File: src/rtl/sram_wr_arbiter_pkg.sv
// Shared definitions for the SRAM write-port arbiter.
//   SramAw / SramDw : default SRAM address / data widths
//   GrantIdxW       : width of a requester index (supports up to 8 requesters)
//   req_idx_t       : requester index type
//   wrap_inc()      : (idx + 1) mod n for the round-robin pointer
package sram_wr_arbiter_pkg;

    localparam int unsigned SramAw    = 16;
    localparam int unsigned SramDw    = 128;
    localparam int unsigned GrantIdxW = 3;

    typedef logic [GrantIdxW-1:0] req_idx_t;
    typedef logic [GrantIdxW:0]   idx_ext_t;

    function automatic req_idx_t wrap_inc(input req_idx_t idx, input int unsigned n);
        idx_ext_t nxt;
        nxt = {1'b0, idx} + idx_ext_t'(1);
        if (nxt >= idx_ext_t'(n)) begin
            nxt = '0;
        end
        return nxt[GrantIdxW-1:0];
    endfunction

endpackage

File: src/rtl/sram_wr_arbiter_if.sv
// Request and SRAM write-port bundle of the arbiter.
//   req_valid/req_ready : per-requester handshake
//   req_addr/req_data   : flattened, requester i at [i*AW +: AW] / [i*DW +: DW]
//   WE/WriteAddress/WriteBus : registered SRAM write port
// slave  : the arbiter side; master : the requester/SRAM side.
interface sram_wr_arbiter_if #(
    parameter int unsigned NREQ = 4,
    parameter int unsigned AW   = 16,
    parameter int unsigned DW   = 128
);
    logic [NREQ-1:0]    req_valid;
    logic [NREQ-1:0]    req_ready;
    logic [NREQ*AW-1:0] req_addr;
    logic [NREQ*DW-1:0] req_data;
    logic               WE;
    logic [AW-1:0]      WriteAddress;
    logic [DW-1:0]      WriteBus;

    modport slave (
        input  req_valid, req_addr, req_data,
        output req_ready, WE, WriteAddress, WriteBus
    );

    modport master (
        output req_valid, req_addr, req_data,
        input  req_ready, WE, WriteAddress, WriteBus
    );

endinterface

File: src/rtl/sram_wr_arbiter_rr_pick.sv
// rr_pick: combinational round-robin selector.
//   req_mask_i  : candidate requesters
//   ptr_i       : highest-priority index this cycle
//   grant_o     : one-hot grant (zero when nothing requested)
//   grant_idx_o : index of the granted requester
//   any_grant_o : a grant was made
// Search order is ptr, ptr+1, ... wrapping modulo NREQ.
module rr_pick
    import sram_wr_arbiter_pkg::*;
#(
    parameter int unsigned NREQ = 4
) (
    input  logic [NREQ-1:0] req_mask_i,
    input  req_idx_t        ptr_i,
    output logic [NREQ-1:0] grant_o,
    output req_idx_t        grant_idx_o,
    output logic            any_grant_o
);

    int unsigned ptr_ext;

    always_comb begin
        grant_o     = '0;
        grant_idx_o = '0;
        any_grant_o = 1'b0;
        ptr_ext     = int'(ptr_i);
        // k is the distance from ptr; at most one i matches a given k.
        for (int unsigned k = 0; k < NREQ; k++) begin
            for (int unsigned i = 0; i < NREQ; i++) begin
                if (!any_grant_o && req_mask_i[i] &&
                    ((ptr_ext + k == i) || (ptr_ext + k == i + NREQ))) begin
                    any_grant_o = 1'b1;
                    grant_o[i]  = 1'b1;
                    grant_idx_o = req_idx_t'(i);
                end
            end
        end
    end

endmodule

File: src/rtl/sram_wr_arbiter.sv
// sram_wr_arbiter: shares one SRAM write port between NREQ requesters.
// Each requester owns a one-entry slot; a round-robin pick drains one full slot per clock
// onto the registered WE/WriteAddress/WriteBus.
//   clock, reset_n : clock and asynchronous active-low reset
//   enable         : 1 = grants allowed; 0 = slots still accept, nothing issues
//   bus (slave)    : request handshake and SRAM write port
//   grant_id       : requester whose write is on the bus while WE=1
//   idle           : all slots empty and WE=0
//   write_count    : writes issued since reset (wraps)
module sram_wr_arbiter
    import sram_wr_arbiter_pkg::*;
#(
    parameter int unsigned NREQ = 4,
    parameter int unsigned AW   = SramAw,
    parameter int unsigned DW   = SramDw
) (
    input  logic                 clock,
    input  logic                 reset_n,
    input  logic                 enable,
    sram_wr_arbiter_if.slave     bus,
    output req_idx_t             grant_id,
    output logic                 idle,
    output logic [31:0]          write_count
);

    // Slot storage
    logic [NREQ-1:0] slot_full_q, slot_full_d;
    logic [AW-1:0]   slot_addr_q [NREQ];
    logic [AW-1:0]   slot_addr_d [NREQ];
    logic [DW-1:0]   slot_data_q [NREQ];
    logic [DW-1:0]   slot_data_d [NREQ];

    // Scheduler and output registers
    req_idx_t        ptr_q, ptr_d;
    logic            we_q, we_d;
    logic [AW-1:0]   waddr_q, waddr_d;
    logic [DW-1:0]   wdata_q, wdata_d;
    req_idx_t        grant_id_q, grant_id_d;
    logic [31:0]     write_count_q, write_count_d;

    // Arbitration
    logic [NREQ-1:0] req_mask;
    logic [NREQ-1:0] grant;
    req_idx_t        grant_idx;
    logic            any_grant;
    logic [NREQ-1:0] accept;
    logic [AW-1:0]   sel_addr;
    logic [DW-1:0]   sel_data;

    // With enable low no slot is a candidate, so full slots also report not-ready.
    assign req_mask = enable ? slot_full_q : '0;

    rr_pick #(
        .NREQ (NREQ)
    ) u_rr_pick (
        .req_mask_i  (req_mask),
        .ptr_i       (ptr_q),
        .grant_o     (grant),
        .grant_idx_o (grant_idx),
        .any_grant_o (any_grant)
    );

    // Ready never looks at req_valid, so a granted slot can be refilled on the same edge.
    assign bus.req_ready = ~slot_full_q | grant;
    assign accept        = bus.req_valid & bus.req_ready;

    always_comb begin : slot_next
        slot_full_d = slot_full_q;
        slot_addr_d = slot_addr_q;
        slot_data_d = slot_data_q;
        for (int unsigned i = 0; i < NREQ; i++) begin
            if (accept[i]) begin
                slot_full_d[i] = 1'b1;
                slot_addr_d[i] = bus.req_addr[i*AW +: AW];
                slot_data_d[i] = bus.req_data[i*DW +: DW];
            end else if (grant[i]) begin
                slot_full_d[i] = 1'b0;
            end
        end
    end

    // One-hot AND-OR mux of the granted slot.
    always_comb begin : grant_mux
        sel_addr = '0;
        sel_data = '0;
        for (int unsigned i = 0; i < NREQ; i++) begin
            if (grant[i]) begin
                sel_addr = sel_addr | slot_addr_q[i];
                sel_data = sel_data | slot_data_q[i];
            end
        end
    end

    always_comb begin : issue_next
        we_d          = any_grant;
        waddr_d       = waddr_q;
        wdata_d       = wdata_q;
        grant_id_d    = grant_id_q;
        ptr_d         = ptr_q;
        write_count_d = write_count_q;
        if (any_grant) begin
            waddr_d       = sel_addr;
            wdata_d       = sel_data;
            grant_id_d    = grant_idx;
            ptr_d         = wrap_inc(grant_idx, NREQ);
            write_count_d = write_count_q + 32'd1;
        end
    end

    always_ff @(posedge clock or negedge reset_n) begin
        if (!reset_n) begin
            slot_full_q   <= '0;
            slot_addr_q   <= '{default: '0};
            slot_data_q   <= '{default: '0};
            ptr_q         <= '0;
            we_q          <= 1'b0;
            waddr_q       <= '0;
            wdata_q       <= '0;
            grant_id_q    <= '0;
            write_count_q <= '0;
        end else begin
            slot_full_q   <= slot_full_d;
            slot_addr_q   <= slot_addr_d;
            slot_data_q   <= slot_data_d;
            ptr_q         <= ptr_d;
            we_q          <= we_d;
            waddr_q       <= waddr_d;
            wdata_q       <= wdata_d;
            grant_id_q    <= grant_id_d;
            write_count_q <= write_count_d;
        end
    end

    assign bus.WE           = we_q;
    assign bus.WriteAddress = waddr_q;
    assign bus.WriteBus     = wdata_q;
    assign grant_id         = grant_id_q;
    assign write_count      = write_count_q;
    assign idle             = ~|slot_full_q & ~we_q;

endmodule

File: src/flat_wrapper.sv
// flat-port wrapper written by rule: the top's interface ports become plain ports
module sram_wr_arbiter_flat import sram_wr_arbiter_pkg::*;
#(
    parameter int unsigned NREQ = 4,
    parameter int unsigned AW   = SramAw,
    parameter int unsigned DW   = SramDw
)
  (clock, reset_n, enable, grant_id, idle, write_count, bus_req_valid, bus_req_addr, bus_req_data, bus_req_ready, bus_WE, bus_WriteAddress, bus_WriteBus);
  sram_wr_arbiter_if #(.NREQ(NREQ), .AW(AW), .DW(DW)) bus_i ();
  input  logic clock;
  input  logic reset_n;
  input  logic enable;
  output req_idx_t grant_id;
  output logic idle;
  output logic [31:0] write_count;
  input wire logic [$bits(bus_i.req_valid)-1:0] bus_req_valid;
  input wire logic [$bits(bus_i.req_addr)-1:0] bus_req_addr;
  input wire logic [$bits(bus_i.req_data)-1:0] bus_req_data;
  output wire logic [$bits(bus_i.req_ready)-1:0] bus_req_ready;
  output wire logic [$bits(bus_i.WE)-1:0] bus_WE;
  output wire logic [$bits(bus_i.WriteAddress)-1:0] bus_WriteAddress;
  output wire logic [$bits(bus_i.WriteBus)-1:0] bus_WriteBus;
  assign bus_i.req_valid = bus_req_valid;
  assign bus_i.req_addr = bus_req_addr;
  assign bus_i.req_data = bus_req_data;
  assign bus_req_ready = bus_i.req_ready;
  assign bus_WE = bus_i.WE;
  assign bus_WriteAddress = bus_i.WriteAddress;
  assign bus_WriteBus = bus_i.WriteBus;
  sram_wr_arbiter #(.NREQ(NREQ), .AW(AW), .DW(DW)) u_core (.clock(clock), .reset_n(reset_n), .enable(enable), .bus(bus_i), .grant_id(grant_id), .idle(idle), .write_count(write_count));
endmodule
File: config.mk
export PLATFORM = sky130hd
export DESIGN_NAME = sram_wr_arbiter_flat
export DESIGN_NICKNAME = d
export VERILOG_FILES = /design/src/rtl/sram_wr_arbiter_pkg.sv /design/src/rtl/sram_wr_arbiter_if.sv /design/src/rtl/sram_wr_arbiter_rr_pick.sv /design/src/rtl/sram_wr_arbiter.sv /design/src/flat_wrapper.sv
export SDC_FILE = /design/constraint.sdc
export NUM_CORES = 1
export LEC_CHECK = 0
export ABC_AREA = 1
export CAP_MARGIN = 20
export CORE_ASPECT_RATIO = 1.1
export CORE_MARGIN = 2
export CORE_UTILIZATION = 25
export DETAILED_ROUTE_END_ITERATION = 8
export PLACE_DENSITY = 0.5
export SLEW_MARGIN = 0
export SYNTH_ARGS = -nofsm -noshare
export SYNTH_HDL_FRONTEND = slang
export SYNTH_SLANG_ARGS = --single-unit
File: constraint.sdc
create_clock -name clock -period 3.38 [get_ports clock]
set_input_delay 0.845 -clock clock [delete_from_list [all_inputs] [get_ports clock]]
set_output_delay 0.845 -clock clock [all_outputs]
set_load 0.02 [all_outputs]
Word level (Yosys, flattened, before mapping)

Cells that the tools add are included.

Flip-flop bits (word level): 763
Bits of input ports: 583
Output and inout bits: 185
Word-level logic and storage cells: 199

Add/sub/neg operators: 5
Order comparisons: 1
Eq/ne operators: 28
Mux-type cells: 64
Bitwise gates (word level): 11
Reduce and logical (&&, ||, !) cells: 72

Operator list:

| kind                                                               | count |
|---|---|
| two-way mux 128 bit                                                | 4 |
| bitwise OR 128 bit                                                 | 3 |
| == test 32 x 3 -> 1 bit (second input constant)                    | 9 |
| == test 32 x 2 -> 1 bit (second input constant)                    | 6 |
| zero test 32 bit                                                   | 4 |
| == test 32 x 1 -> 1 bit (second input constant)                    | 3 |
| two-way mux 16 bit                                                 | 4 |
| bitwise OR 16 bit                                                  | 3 |
| two-way mux 3 bit                                                  | 15 |
| two-way mux 1 bit                                                  | 40 |
| adder 32 x 1 -> 32 bit (second input constant)                     | 1 |
| logical AND 1 bit                                                  | 31 |
| zero test 1 bit                                                    | 16 |
| logical OR 1 bit                                                   | 16 |
| == test 3 bit (second input constant)                              | 4 |
| == test 4 x 3 -> 1 bit (second input constant)                     | 3 |
| adder 3 x 1 -> 4 bit (second input constant)                       | 2 |
| adder 3 x 2 -> 4 bit (second input constant)                       | 2 |
| nonzero test 2 bit                                                 | 4 |
| == test 3 x 2 -> 1 bit (second input constant)                     | 2 |
| bitwise AND 4 bit                                                  | 1 |
| greater-or-equal comparator 4 x 3 -> 1 bit (second input constant) | 1 |
| two-way mux 4 bit                                                  | 1 |
| NOT 4 bit                                                          | 1 |
| other kinds (5)                                                    | 5 |

Depth between registers and ports, before layout

Word-level depth: 67
Gate-level depth with buffers: 20

Cells and area by module

From an unflattened synthesis, not the netlist that was laid out.

Cells, all modules: 2994
Area, all modules: 32576.2 um2

Modules (own cells, without submodules):

| module          | instances | cells an instance | area each (um2) | sequential area each (um2) |
|---|---|---|---|---|
| sram_wr_arbiter | 1         | 2918              | 32172.1         | 19093.3 |
| rr_pick         | 1         | 76                | 404.1           | 0.0 |

Worst setup path after synthesis

OpenSTA, ideal clock, no wires.

Path type: input -> output
Start point: in enable
End point: out bus_req_ready[1]
Arrival time: 2.459 ns
Data required time: 2.535 ns
Setup slack: 0.076 ns
Stages: 13
Buffers on the path: 2
Cell sequence: nand2_1 -> inv_2 -> nand2_1 -> nand4_2 -> nor2_2 -> nand4_2 -> nor2_4 -> nand3_1 -> nor2_2 -> nand3_2 -> nand3_1 -> buf_2 -> buf_2

Longest elaborated chain between the ends: 56
Elaborated cells between the ends (all ways): 59
Those cells by class: mux: 18; bitwise: 1; reduce/logical: 40

Ends and longest elaborated chain:

| what                           | RTL line                      | RTL |
|---|---|---|
| from (decl)                    | flat_wrapper.sv:12            | `input logic enable;` |
| two-way mux 4 bit (*)          | sram_wr_arbiter.sv:51         | `assign req_mask = enable ? slot_full_q : '0;` |
| logical AND 1 bit              | sram_wr_arbiter_rr_pick.sv:30 | `if (!any_grant_o && req_mask_i[i] &&` |
| two-way mux 1 bit              | sram_wr_arbiter_rr_pick.sv:30 |  |
| zero test 1 bit                | sram_wr_arbiter_rr_pick.sv:30 |  |
| logical AND 1 bit (2 in a row) | sram_wr_arbiter_rr_pick.sv:30 |  |
| two-way mux 1 bit              | sram_wr_arbiter_rr_pick.sv:30 |  |
| zero test 1 bit                | sram_wr_arbiter_rr_pick.sv:30 |  |
| logical AND 1 bit (2 in a row) | sram_wr_arbiter_rr_pick.sv:30 |  |
| (+36 left out)                 | -                             |  |
| two-way mux 1 bit              | sram_wr_arbiter_rr_pick.sv:30 |  |
| zero test 1 bit                | sram_wr_arbiter_rr_pick.sv:30 |  |
| logical AND 1 bit (2 in a row) | sram_wr_arbiter_rr_pick.sv:30 |  |
| two-way mux 1 bit              | sram_wr_arbiter_rr_pick.sv:30 |  |
| zero test 1 bit                | sram_wr_arbiter_rr_pick.sv:30 |  |
| logical AND 1 bit (2 in a row) | sram_wr_arbiter_rr_pick.sv:30 |  |
| two-way mux 1 bit (*)          | sram_wr_arbiter_rr_pick.sv:30 |  |
| bitwise OR 4 bit (*)           | sram_wr_arbiter.sv:64         | `assign bus.req_ready = ~slot_full_q \| grant;` |
| to (decl)                      | flat_wrapper.sv:19            | `output wire logic [$bits(bus_i.req_ready)-1:0] bus_req_ready;` |

Every way passes the cells marked *; elsewhere a longest branch is shown, timed or not.

Final worst setup path

Start point: in enable
End point: out bus_req_ready[3]

Longest elaborated chain between the ends: 64
Elaborated cells between the ends (all ways): 67
Those cells by class: mux: 20; bitwise: 1; reduce/logical: 46

Ends and longest elaborated chain:

| what                           | RTL line |
|---|---|
| two-way mux 4 bit (*)          | sram_wr_arbiter.sv:51 |
| logical AND 1 bit              | sram_wr_arbiter_rr_pick.sv:30 |
| two-way mux 1 bit              | sram_wr_arbiter_rr_pick.sv:30 |
| zero test 1 bit                | sram_wr_arbiter_rr_pick.sv:30 |
| logical AND 1 bit (2 in a row) | sram_wr_arbiter_rr_pick.sv:30 |
| two-way mux 1 bit              | sram_wr_arbiter_rr_pick.sv:30 |
| zero test 1 bit                | sram_wr_arbiter_rr_pick.sv:30 |
| logical AND 1 bit (2 in a row) | sram_wr_arbiter_rr_pick.sv:30 |
| (+44 left out)                 | - |
| two-way mux 1 bit              | sram_wr_arbiter_rr_pick.sv:30 |
| zero test 1 bit                | sram_wr_arbiter_rr_pick.sv:30 |
| logical AND 1 bit (2 in a row) | sram_wr_arbiter_rr_pick.sv:30 |
| two-way mux 1 bit              | sram_wr_arbiter_rr_pick.sv:30 |
| zero test 1 bit                | sram_wr_arbiter_rr_pick.sv:30 |
| logical AND 1 bit (2 in a row) | sram_wr_arbiter_rr_pick.sv:30 |
| two-way mux 1 bit (*)          | sram_wr_arbiter_rr_pick.sv:30 |
| bitwise OR 4 bit (*)           | sram_wr_arbiter.sv:64 |

Marks and branches as above.

==> flow_metrics.py <==
metrics = {
    "synth": {
        "synthMostInstantiatedCell": "sky130_fd_sc_hd__nand2_1",
        "ys_types": 32,
        "ys_seq_area_share_pct": 55.14,
        "synth_enable_flop_cells": 0,
        "mean_instance_size_in_the_synthesized_netlist_sq_um": 7.828,
        "mappedNetlistArea_sq_um": 34580,
        "async_flop_share_pct": 100.0,
        "netlist.top_cell.by_area": "sky130_fd_sc_hd__dfrtp_1",
        "netlist.area_leader.share_pct": 55.14,
        "postSynthNetCount": 5005,
        "synthesis.instances": 4418,
        "synth_top_cells_by_count": "sky130_fd_sc_hd__nand2_1, sky130_fd_sc_hd__dfrtp_1, sky130_fd_sc_hd__nand3_1",
        "synth_top_flop_cell": "sky130_fd_sc_hd__dfrtp_1",
        "synthTopCellsByArea": "sky130_fd_sc_hd__dfrtp_1, sky130_fd_sc_hd__nand2_1, sky130_fd_sc_hd__nand3_1, sky130_fd_sc_hd__inv_1, sky130_fd_sc_hd__a21oi_1",
        "synth-warning-count": 0,
        "postSynthRegisterBits": 762,
    },
    "timing": {
        "timing.final.crit_share_pct": 108.4,
        "report.final.hold_viol_count": 0,
        "max_slew_violation_count": 0,
        "fmax_mhz": 272.9,
        "worst_slack_ns": -0.2840,
        "max_slew.worst_pin.slew_ns": 0.8459,
        "timing.slew.headroom_pct": 43.61,
        "report.final.setup_viol": 4,
        "grt_setup_unrepaired": "yes",
        "post-route-min-period_ns": 3.664,
        "fin_skew_ns": 0.04896,
    },
    "drt": {
        "drt-wirelength-per-cell_microns": 21.34,
        "drt-total-wl_mm": 152.0,
        "vias": 32970,
        "postRouteAntennaNets": 0,
        "detailedRoute.firstPassIterationCount": 6,
        "first_iter_violations": 2609,
        "detail_route.drc_violations": 0,
        "detail_route.vias_per_cell": 4.630,
    },
    "global_routing": {
        "gr_usage_total_pct": 21.13,
        "globalRoute.totalOverflow": 0,
        "grt_start_max_net_pins": 87,
        "first_global_vias": 33300,
        "grt_pass1_wl_mm": 222.9,
        "grt_antenna_before_repair": 37,
    },
    "die": {
        "start_util_pct": 25.10,
        "fp.dieH_microns": 394.1,
        "std_cell_rows": 143,
        "design.core.area_sq_um": 137800,
        "fp.dieArea_sq_um": 141300,
        "io_pins": 768,
        "x_dimension_of_the_die_microns": 358.6,
    },
    "setup_path": {
        "cp.required_ns": 2.53,
        "crit_path_max_fanout": 4,
        "cp-startpoint": "enable",
        "rrSetupSlack_ns": 0.24,
        "setup.worst_path.end_class": "output pin",
        "r2r-start": "u_core.ptr_q[1]",
        "startpoint_type": "primary input",
        "timing_worst_setup_path_type": "in -> out",
        "worst-endpoint-arrival_ns": 2.82,
    },
    "clock_network": {
        "cts_buffer_depth": 3,
        "cts_tree": "built",
        "cts_hold_repair.buffers": 0,
        "total_cts_buffers": 89,
        "cts.root.buffer_cell": "sky130_fd_sc_hd__clkbuf_16",
        "clock_latency_ns": 0.70,
        "cts.htree.levels": 3,
        "cts.sink_count": 762,
        "cts.clk_slew.worst_paths_ns": 0.06,
    },
    "run_status": {
        "failed_checks": "negative setup slack",
        "outcome": "finished with violations",
    },
    "layout": {
        "drive_above_1_share_pct": 8.305,
        "finalNetCount": 5816,
        "areaGrowthSynthToFinish_pct": 41.82,
        "layoutNonFillerInstCount": 7122,
        "nFillCells": 14440,
    },
    "power": {
        "largest_voltage_drop_on_the_vdd_net_v": 0.0007848,
        "p_total_mw": 50.61,
        "p_per_area_nw_per_um2": 1032,
        "power_leakage_nw": 24.13,
    },
    "placed_design": {
        "numPlacedInstances": 6938,
        "numPortBuffers": 766,
        "finalWeightedCongestion": 0.8649,
        "dp_hpwl_mm": 107.7,
    },
    "hold_path": {
        "hold_path.class": "in -> async",
    },
    "run": {
        "maxCapViolCount": 0,
    },
}
-- logic make-up after synthesis --
group / share of synthesized area (%)
and+or+nand+nor: 35.46
DFF: 55.14
buffers and inverters: 6.150
AOI/OAI and AO/OA: 2.467
xor gates and xnor gates: 0.6331
adders and majority gates: 0.1447
other: 0.01084
-- metrics by stage --
step	setup TNS, ns	util (%)	setup slack, ns	area (sq um)	hold WS [ns]
after floorplan	0	-	0.07625	34580	0.4419
after global placement	-281.25	33.24	-0.8539	45800	0.4531
after detailed placement	-287.87	33.24	-0.8779	45800	0.4583
after CTS	-1.581	35.50	-0.4657	48910	0.1247
after global routing	-1.669	35.59	-0.5003	49030	0.1544
final	-0.8623	35.60	-0.2840	49050	0.1683
-- critical path, cell delays in order --
cell,delay [ns]
sky130_fd_sc_hd__dlygate4sd2_1,0.31
sky130_fd_sc_hd__nand2_1,0.12
sky130_fd_sc_hd__buf_4,0.16
sky130_fd_sc_hd__nor2_1,0.28
sky130_fd_sc_hd__nor2_4,0.09
sky130_fd_sc_hd__buf_4,0.14
sky130_fd_sc_hd__buf_4,0.13
sky130_fd_sc_hd__nand4_1,0.09
sky130_fd_sc_hd__nand2_1,0.08
sky130_fd_sc_hd__nor2_1,0.25
sky130_fd_sc_hd__nand3_4,0.15
sky130_fd_sc_hd__buf_12,0.17
-- cell usage in the layout, fill, tap and decap left out, types with 2 or more instances in the layout --
master,netlist,final
sky130_fd_sc_hd__buf_4,24,176
sky130_fd_sc_hd__buf_6,5,12
sky130_fd_sc_hd__nand2_1,1983,1979
sky130_fd_sc_hd__nor4_1,5,5
sky130_fd_sc_hd__nor3_1,22,22
sky130_fd_sc_hd__nor3b_1,3,3
sky130_fd_sc_hd__ha_2,0,2
sky130_fd_sc_hd__dfrtp_1,762,762
sky130_fd_sc_hd__clkinvlp_4,0,5
sky130_fd_sc_hd__inv_6,0,5
sky130_fd_sc_hd__bufinv_16,0,6
sky130_fd_sc_hd__a21oi_1,144,144
sky130_fd_sc_hd__dlygate4sd2_1,0,2
sky130_fd_sc_hd__o21ai_1,18,18
sky130_fd_sc_hd__nor2_4,2,5
sky130_fd_sc_hd__nor2_2,2,6
sky130_fd_sc_hd__nand2_8,0,7
sky130_fd_sc_hd__nor2_1,187,180
sky130_fd_sc_hd__inv_2,6,8
sky130_fd_sc_hd__clkinv_2,0,13
sky130_fd_sc_hd__diode_2,0,12
sky130_fd_sc_hd__inv_1,194,191
sky130_fd_sc_hd__ha_1,4,2
sky130_fd_sc_hd__nand3_4,0,7
sky130_fd_sc_hd__o21ai_0,4,4
sky130_fd_sc_hd__nand4_1,12,12
sky130_fd_sc_hd__clkbuf_1,110,19
sky130_fd_sc_hd__clkbuf_8,0,19
sky130_fd_sc_hd__xor2_1,24,24
sky130_fd_sc_hd__buf_12,0,60
sky130_fd_sc_hd__nand3_1,734,729
sky130_fd_sc_hd__nand4_4,1,4
sky130_fd_sc_hd__clkbuf_16,0,90
sky130_fd_sc_hd__inv_16,0,2
sky130_fd_sc_hd__nand3b_1,4,4
sky130_fd_sc_hd__clkdlybuf4s50_1,0,755
sky130_fd_sc_hd__nand2_2,8,4
-- layer usage --
layer	routed length [microns]	vias up	global-route usage, %
li1	-	15590	-
met1	66700	16020	28.19
met2	70200	1107	34.01
met3	11320	205	5.116
met4	3425	48	5.714
met5	331	-	0
-- state kept, by name, summed over array words and instances, names as in the netlist --
register	cells
u_core.bus.WE	1
u_core.bus.WriteAddress	16
u_core.bus.WriteBus	128
u_core.grant_id	2
u_core.ptr_q	3
u_core.slot_addr_q	64
u_core.slot_data_q	512
u_core.slot_full_q	4
u_core.write_count	32
-- cell type report --
type | instances | area (sq um) | share of cell area, %
antenna | 12 | 30.03 | 0.06123
clock buffer | 127 | 2560 | 5.220
clock inverter | 33 | 412.9 | 0.8419
inverter | 200 | 755.7 | 1.541
multi-input combinational | 3168 | 13650 | 27.83
sequential | 762 | 19070 | 38.88
tap | 1812 | 2267 | 4.623
timing repair buffer | 1008 | 10300 | 21.00
-- repair_timing --
item,CTS,global route
endpoints found under the setup margin,6,17
pin swaps,10,10
gates resized for setup,36,12
buffers inserted,6,5
gates cloned,0,1
-- final timing paths --
path | end | cells past startpoint
setup / recovery | bus_req_ready[3] | 12
hold / removal | u_core.slot_data_q[502] | 1
setup reg to reg | u_core.slot_data_q[178] | 20
hold reg to reg | u_core.bus.WriteBus[121] | 2
max in group asynchronous | u_core.slot_data_q[45] | 2
min in group clock | u_core.bus.WriteBus[121] | 2
-- power breakdown --
group	total [mW]	internal, mW	switching (mW)
Sequential	16.0	13.5	2.48
Clock	9.97	5.76	4.21
Combinational	24.7	9.31	15.4
No activity file was read; power rests on OpenSTA's default activity.
